### src/rtl/chose_nto1_rr.sv
// N-to-1 valid/ready channel selector with manual or round-robin grant and one registered output stage.
// Optional CHOSE_CNT_EN adds a 16-bit output-transfer counter port xfer_cnt.
module chose_nto1_rr #(
    parameter int N  = 4,
    parameter int W  = 8,
    parameter int SW = $clog2(N)
) (
    input  logic           clk,
    input  logic           rst_n,
    input  logic [N*W-1:0] in_data,
    input  logic [N-1:0]   in_valid,
    output logic [N-1:0]   in_ready,
    input  logic           mode,
    input  logic [SW-1:0]  sel,
    output logic [W-1:0]   out_data,
    output logic [SW-1:0]  out_ch,
    output logic           out_valid,
    input  logic           out_ready
`ifdef CHOSE_CNT_EN
    ,
    output logic [15:0]    xfer_cnt
`endif
);

    logic [W-1:0]  out_data_q, out_data_d;
    logic [SW-1:0] out_ch_q, out_ch_d;
    logic          out_valid_q, out_valid_d;
    logic [SW-1:0] rr_ptr_q, rr_ptr_d;

    logic          load_en_s;
    logic          grant_vld_s;
    logic [SW-1:0] grant_idx_s;
    logic [W-1:0]  grant_data_s;
    logic          in_xfer_s;
    logic [N-1:0]  rot_valid_s;

    // Valid vector rotated so bit k is channel (rr_ptr + k) mod N.
    always_comb begin
        rot_valid_s = N'({in_valid, in_valid} >> rr_ptr_q);
    end

    // Grant selection; the reverse loop lets the earliest candidate win.
    always_comb begin
        logic [SW:0] cand_v;
        grant_vld_s = 1'b0;
        grant_idx_s = {SW{1'b0}};
        cand_v      = {(SW+1){1'b0}};
        if (mode == 1'b0) begin
            for (int i = 0; i < N; i++) begin
                if ((sel == SW'(i)) && in_valid[i]) begin
                    grant_vld_s = 1'b1;
                    grant_idx_s = SW'(i);
                end else begin
                    grant_vld_s = grant_vld_s;
                end
            end
        end else begin
            for (int k = N - 1; k >= 0; k--) begin
                if (rot_valid_s[k]) begin
                    cand_v = {1'b0, rr_ptr_q} + (SW+1)'(k);
                    if (cand_v >= (SW+1)'(N)) begin
                        cand_v = cand_v - (SW+1)'(N);
                    end else begin
                        cand_v = cand_v;
                    end
                    grant_vld_s = 1'b1;
                    grant_idx_s = cand_v[SW-1:0];
                end else begin
                    grant_vld_s = grant_vld_s;
                end
            end
        end
    end

    // Data of the granted channel.
    always_comb begin
        grant_data_s = {W{1'b0}};
        for (int i = 0; i < N; i++) begin
            if (grant_idx_s == SW'(i)) begin
                grant_data_s = in_data[i*W +: W];
            end else begin
                grant_data_s = grant_data_s;
            end
        end
    end

    // Handshake: accept only when the output register is empty or draining.
    always_comb begin
        load_en_s = !out_valid_q || out_ready;
        in_xfer_s = grant_vld_s && load_en_s;
        in_ready  = {N{1'b0}};
        for (int i = 0; i < N; i++) begin
            if (rst_n && in_xfer_s && (grant_idx_s == SW'(i))) begin
                in_ready[i] = 1'b1;
            end else begin
                in_ready[i] = 1'b0;
            end
        end
    end

    // Next state of the output stage and round-robin pointer.
    always_comb begin
        out_data_d  = out_data_q;
        out_ch_d    = out_ch_q;
        out_valid_d = out_valid_q;
        rr_ptr_d    = rr_ptr_q;
        if (in_xfer_s) begin
            out_data_d  = grant_data_s;
            out_ch_d    = grant_idx_s;
            out_valid_d = 1'b1;
            if (mode == 1'b1) begin
                if (grant_idx_s == SW'(N - 1)) begin
                    rr_ptr_d = {SW{1'b0}};
                end else begin
                    rr_ptr_d = grant_idx_s + SW'(1);
                end
            end else begin
                rr_ptr_d = rr_ptr_q;
            end
        end else if (out_valid_q && out_ready) begin
            out_valid_d = 1'b0;
        end else begin
            out_valid_d = out_valid_q;
        end
    end

    // State registers with synchronous active-low reset.
    always_ff @(posedge clk) begin
        if (!rst_n) begin
            out_data_q  <= {W{1'b0}};
            out_ch_q    <= {SW{1'b0}};
            out_valid_q <= 1'b0;
            rr_ptr_q    <= {SW{1'b0}};
        end else begin
            out_data_q  <= out_data_d;
            out_ch_q    <= out_ch_d;
            out_valid_q <= out_valid_d;
            rr_ptr_q    <= rr_ptr_d;
        end
    end

    assign out_data  = out_data_q;
    assign out_ch    = out_ch_q;
    assign out_valid = out_valid_q;

`ifdef CHOSE_CNT_EN
    logic [15:0] xfer_cnt_q, xfer_cnt_d;

    // Count output transfers, wrapping naturally at 16 bits.
    always_comb begin
        if (out_valid_q && out_ready) begin
            xfer_cnt_d = xfer_cnt_q + 16'd1;
        end else begin
            xfer_cnt_d = xfer_cnt_q;
        end
    end

    // Transfer counter register.
    always_ff @(posedge clk) begin
        if (!rst_n) begin
            xfer_cnt_q <= 16'd0;
        end else begin
            xfer_cnt_q <= xfer_cnt_d;
        end
    end

    assign xfer_cnt = xfer_cnt_q;
`endif

endmodule

### config.mk
export PLATFORM = sky130hd
export DESIGN_NAME = chose_nto1_rr
export DESIGN_NICKNAME = d
export VERILOG_FILES = /design/src/rtl/chose_nto1_rr.sv
export SDC_FILE = /design/constraint.sdc
export NUM_CORES = 1
export LEC_CHECK = 0
export CAP_MARGIN = 10
export CORE_ASPECT_RATIO = 0.9
export CORE_MARGIN = 4
export CORE_UTILIZATION = 39
export DETAILED_ROUTE_END_ITERATION = 8
export PLACE_DENSITY = 0.76
export SETUP_SLACK_MARGIN = 0.05
export SLEW_MARGIN = 20
export SYNTH_ARGS = -nofsm -noshare
export SYNTH_HDL_FRONTEND = slang
export SYNTH_SLANG_ARGS = --single-unit
### constraint.sdc
create_clock -name clk -period 3.1 [get_ports clk]
set_input_delay 0.31 -clock clk [delete_from_list [all_inputs] [get_ports clk]]
set_output_delay 0.31 -clock clk [all_outputs]
set_load 0.005 [all_outputs]
==> impl_metrics.toml, run 1 <==
[outcome]
run_status = "finished clean"

[critical_path]
worstRegToRegCells = 10
cp.depth = 7
crit_family = "buffers and inverters"
required_ns = 2.79
r2r_end = "out_data[7]$_SDFFE_PN0N_"
cp-start-kind = "input pin"
rrSetupSlack_ns = 0.55
max_stage_delay_ns = 0.64
cp_slowest_cell = "clkdlybuf4s50_1"
endpoint_kind = "output port"
cp.arrival_ns = 2.66
path_buf_inv = 2
worstPathCellList = "clkdlybuf4s50_1 -> nor4b_1 -> o31a_1 -> or3_1 -> ha_1 -> and3_1 -> clkdlybuf4s50_1"
r2r-start = "rr_ptr_q[1]$_SDFFE_PN0P_"
startpoint = "in_valid[2]"
cp_common_cell = "clkdlybuf4s50_1"
path_class = "in -> out"
crit_fanout = 7

[detailed_routing]
drt_iter0_drc = 103
wirelength_um = 3660
dr.pass1.iters = 4
avgViaCountPerCell = 5.71
ant_nets = 0
vias = 1319
wl_per_cell_um = 15.9
drc_errors = 0

[clock_tree]
cts_buffers = 3
htree_num_levels = 1
cts-hold-fix-buffers = 0
clk_latency_ns = 0.28
post_cts_buffers = 0
cts_tree = "done"
cts-root-buf = "clkbuf_4"
clock-sinks = 13
clk_pin_slew_worst_paths_ns = 0.08
clockBufferDepth = 2

[die]
rows = 17
die-area_um2 = 3730
coreArea_um2 = 2570
dieHeight_um = 58.4
pin_count = 57
die_w_um = 63.9
start_util = 0.427

[power]
pwr-share-clk = 0.181
cellPowerDensity_nw_per_um2 = 335
combPwrFrac = 0.478
pwr-share-seq = 0.341
ir_drop_v = 0.000201
power.switching_mw = 0.188
p_int_mw = 0.404
p_leak_nw = 0.725
swShare = 0.317

[timing]
period_needed_ns = 2.97
drv_slew = 0
setup_tns_ns = 0
fin_worst_skew_ns = 0.0117
fmax_ghz = 0.336
hold_viol = 0
maxSlewHeadroom = 0.652
setup_viol = 0
rsz0062_at_grt = "false"
final.period_utilization = 0.959
worst_pin_slew_ns = 0.521

[synthesis]
ys_top_cells_by_area = "dfxtp_1, a211o_1, o41ai_1, a221oi_1, ha_1"
yosys_warnings = 0
async_reset_ff_frac = 0
synth_area_per_cell_um2 = 8.20
ys.flop_type = "dfxtp_1"
ys_types = 40
synth-edff-count = 0
synthCells = 134
syn_nets = 180
yosysMostFrequentCell = "dfxtp_1"
netlist.top_cell.by_area = "dfxtp_1"
netlist.area_leader.share = 0.237
yosysSeqAreaShare = 0.237
ys_top_cells_by_count = "dfxtp_1, inv_1, nand2_1, a211o_1"
synth_seq_cells = 13
synth_area_um2 = 1100

[placed_design]
io_buffers = 56
dp_hpwl_um = 2810
place_congestion = 0.827

[hold_path]
min-delay-start = "out_data[0]$_SDFFE_PN0N_"
worstHoldPathCells = 2
hold_path.class = "reg -> reg"
whs_endpoint = "out_data[0]$_SDFFE_PN0N_"

[layout]
drive_gt1_frac = 0.114
area_growth_pct = 60.8
num-nets-final = 240
final_util = 0.686
diodes = 0

[grt]
grt_usage = 0.203
grt_pass1_wl_um = 6130
grt_pass1_vias = 1392
antenna_found_initial = 0
overflow = 0
grt_max_degree = 17

[job]
max_cap_viol_count = 0
how the worst max path moves through the flow:
stage,to
2_1_floorplan,out_data[1]$_SDFFE_PN0N_
3_3_place_gp,in_ready[1]
3_5_place_dp,in_ready[1]
4_1_cts,in_ready[1]
5_1_grt,in_ready[1]
6_report,in_ready[1]
worst reg2reg max path: cells and delay by family, from the launching register on:
family	cells	cell delay, ns
adders and majority gates	1	0.24
AOI/OAI and AO/OA	5	0.89
buffers and inverters	1	0.16
and+or+nand+nor	3	0.74
DFF	1	0.47
power by group through the flow:
stage          clock network (mW)  logic [mW]  registers, mW
2_1_floorplan                   0       0.141          0.203
3_5_place_dp                    0       0.281          0.205
4_1_cts                     0.110       0.283          0.201
3_3_place_gp                    0       0.277          0.204
6_report                    0.107       0.283          0.202
5_1_grt                     0.119       0.309          0.204
metal layers:
layer	share of wire	routed length, um	up-vias	GRT usage
met5	0	0	-	0
met4	0.018	66	0	0.0892
met3	0.071	259	6	0.0496
met2	0.46	1700	50	0.348
met1	0.45	1640	620	0.243
li1	-	-	643	-
cells in the final DEF, fill, tap and decap left out, drive strengths merged, types with 7 or more instances in the layout:
| master | count |
|---|---|
| a211o | 9 |
| a21oi | 8 |
| a221oi | 7 |
| a31oi | 7 |
| buf | 12 |
| clkdlybuf4s50 | 56 |
| dfxtp | 13 |
| inv | 11 |
| nand2 | 10 |
| o41ai | 9 |
sequential cells by signal, indices dropped and copies added, names as in the netlist:
signal,flops
out_ch,2
out_data,8
out_valid,1
rr_ptr_q,2
cell type report:
cell class	instances	area, um^2
Inverter	11	41.3
Clock buffer	4	26.3
Timing Repair Buffer	68	651
Sequential cell	13	260
Fill cell	224	807
Tap cell	38	47.5
Multi-Input combinational cell	97	741
kinds of logic after synthesis:
group / synth area share
buffers and inverters: 0.100
and+or+nand+nor: 0.185
adders and majority gates: 0.0456
DFF: 0.237
muxes: 0.0285
AOI/OAI and AO/OA: 0.404
repair_timing:
item,4_1_cts,5_1_grt
resized for setup,0,1
endpoints found under the hold margin,0,0
setup endpoints to repair,0,1
per-stage QoR:
stage | total power, mW | std cells | setup WS (ns) | hold WS [ns] | instance area [um^2]
5_1_grt | 0.633 | 231 | 0.0673 | 0.603 | 1770
3_3_place_gp | 0.481 | 227 | 0.180 | 0.533 | 1730
2_1_floorplan | 0.344 | 134 | 0.678 | 0.457 | 1100
6_report | 0.592 | 231 | 0.126 | 0.558 | 1770
4_1_cts | 0.594 | 231 | 0.138 | 0.564 | 1760
3_5_place_dp | 0.486 | 227 | 0.154 | 0.540 | 1730
Power figures use the tool's default switching activity.
==> inputs of run 2 (changes only) <==
CORE_UTILIZATION = 60   (was 39)
DONT_BUFFER_PORTS = 1   (was unset)
PLACE_DENSITY = 0.73   (was 0.76)
SLEW_MARGIN = 10   (was 20)
==> run 2 against run 1 <==
Against the previous run: fmax is 5.6% higher; final area is 38% lower; power is 19% lower; critical path type is now reg -> reg; cell count is 35% lower; combinational power is 43% lower; routed wire length is 20% lower; non-clock buffer count is 66 lower; register-to-register slack worse by 0.27 ns; die area is 31% lower; critical endpoint is now out_data[6]$_SDFFE_PN0N_; clock skew hardly changed; worst setup slack better by 0.16 ns.
==> impl_metrics.toml, run 2 (synthesis gave the netlist of run 1 again) <==
[die]
die_w_um = 53.1
dieHeight_um = 48.6
die-area_um2 = 2580
rows = 14
pin_count = 57
start_util = 0.647
coreArea_um2 = 1700

[clock_tree]
clock-sinks = 13
clk_pin_slew_worst_paths_ns = 0.09
cts_tree = "done"
cts_buffers = 3
clk_latency_ns = 0.28
cts-root-buf = "clkbuf_4"
htree_num_levels = 1
clockBufferDepth = 2
post_cts_buffers = 0
cts-hold-fix-buffers = 0
post_cts_resized = 0

[critical_path]
r2r-start = "rr_ptr_q[1]$_SDFFE_PN0P_"
cp-start-kind = "flip-flop"
cp.arrival_ns = 3.02
path_class = "reg -> reg"
endpoint_kind = "flip-flop"
cp_slowest_cell = "dfxtp_1"
worstPathCellList = "nand2b_1 -> a211oi_1 -> o31a_1 -> or3_1 -> ha_1 -> nor2b_1 -> a221oi_1 -> a211o_1 -> a31oi_1"
r2r_end = "out_data[6]$_SDFFE_PN0N_"
worstRegToRegCells = 9
startpoint = "rr_ptr_q[1]$_SDFFE_PN0P_"
rrSetupSlack_ns = 0.28
required_ns = 3.31
crit_fanout = 11
max_stage_delay_ns = 0.46

[power]
power.total_mw = 0.478
ir_drop_v = 0.000352
p_leak_nw = 0.459
cellPowerDensity_nw_per_um2 = 434

[detailed_routing]
highest_layer = "met4"
dr.pass1.iters = 5
dr_wl_met3_um = 324
ant_nets = 0
wirelength_um = 2930
route.met2.wl_um = 1300
wl_met1_um = 1290
vias = 1060
avgViaCountPerCell = 7.02
drt_iter0_drc = 47
drc_errors = 0
wl_per_cell_um = 19.4

[timing]
maxSlewHeadroom = 0.600
setup_tns_ns = 0
worst_pin_slew_ns = 0.600
final.period_utilization = 0.908
fmax_ghz = 0.355
fin_worst_skew_ns = 0.0114
drv_slew = 0
rsz0062_at_grt = "false"
worst_slack_ns = 0.284
whs_ns = 0.146
hold_viol = 0
setup_viol = 0
period_needed_ns = 2.82

[layout]
final_util = 0.648
final_common_cell = "dfxtp_1"
design_area_um2 = 1100
instances_no_fill = 151
drive_gt1_frac = 0.0787
num-nets-final = 174
layout_common_cells = "dfxtp_1, inv_1, nand2_1"
diodes = 0
fillers = 155
largest_reg_flops = 8
area_growth_pct = 0.228

[placed_design]
placed_area_um2 = 1070
io_buffers = 0
dp.cells = 147
place_congestion = 0.882
place_ws_ns = 0.371
dp_hpwl_um = 2280

[job]
max_cap_viol_count = 0

[hold_path]
worstHoldPathCells = 2
min-delay-start = "rst_n"
hold_path.class = "in -> reg"
whs_endpoint = "out_data[3]$_SDFFE_PN0N_"

[grt]
grt_pass1_wl_um = 4550
antenna_found_initial = 0
grt_usage = 0.232
grt_pass1_vias = 936
overflow = 0
grt_max_degree = 18

[outcome]
run_status = "finished clean"
run 2: cell types whose count changed in the layout (fill, tap and decap cells not counted), sizes merged:
cell | before | now
buf | 12 | 2
clkdlybuf4s50 | 56 | 0
run 2: per-layer routing:
layer | global-route usage | vias up
li1 | - | 514
met1 | 0.351 | 481
met2 | 0.318 | 63
met3 | 0.0767 | 2
met4 | 0.0383 | 0
met5 | 0 | -
run 2: cell type report:
type | count | area [um^2] | share of cell area
timing repair buffer | 2 | 15.0 | 0.0136
tap | 24 | 30.0 | 0.0273
multi-input combinational | 97 | 728 | 0.661
sequential | 13 | 260 | 0.236
clock buffer | 4 | 26.3 | 0.0239
inverter | 11 | 41.3 | 0.0375
run 2: worst max path at each step:
| stage | to | cells after the start |
|---|---|---|
| after floorplan | out_data[1]$_SDFFE_PN0N_ | 10 |
| after global placement | out_data[6]$_SDFFE_PN0N_ | 9 |
| after detailed placement | out_data[5]$_SDFFE_PN0N_ | 9 |
| after CTS | out_data[5]$_SDFFE_PN0N_ | 9 |
| after global routing | out_data[7]$_SDFFE_PN0N_ | 9 |
| final | out_data[6]$_SDFFE_PN0N_ | 9 |
run 2: worst max-delay path, delay by kind of cell, from the launching register on:
family	cells	cell delay [ns]
and+or+nand+nor	3	0.97
DFF	1	0.46
adders and majority gates	1	0.32
AOI/OAI and AO/OA	5	0.98
run 2: power by group:
part           internal [mW]  switching (mW)  total, mW
clock                 0.0499          0.0607      0.111
sequential             0.188          0.0187      0.206
combinational         0.0758          0.0849      0.161
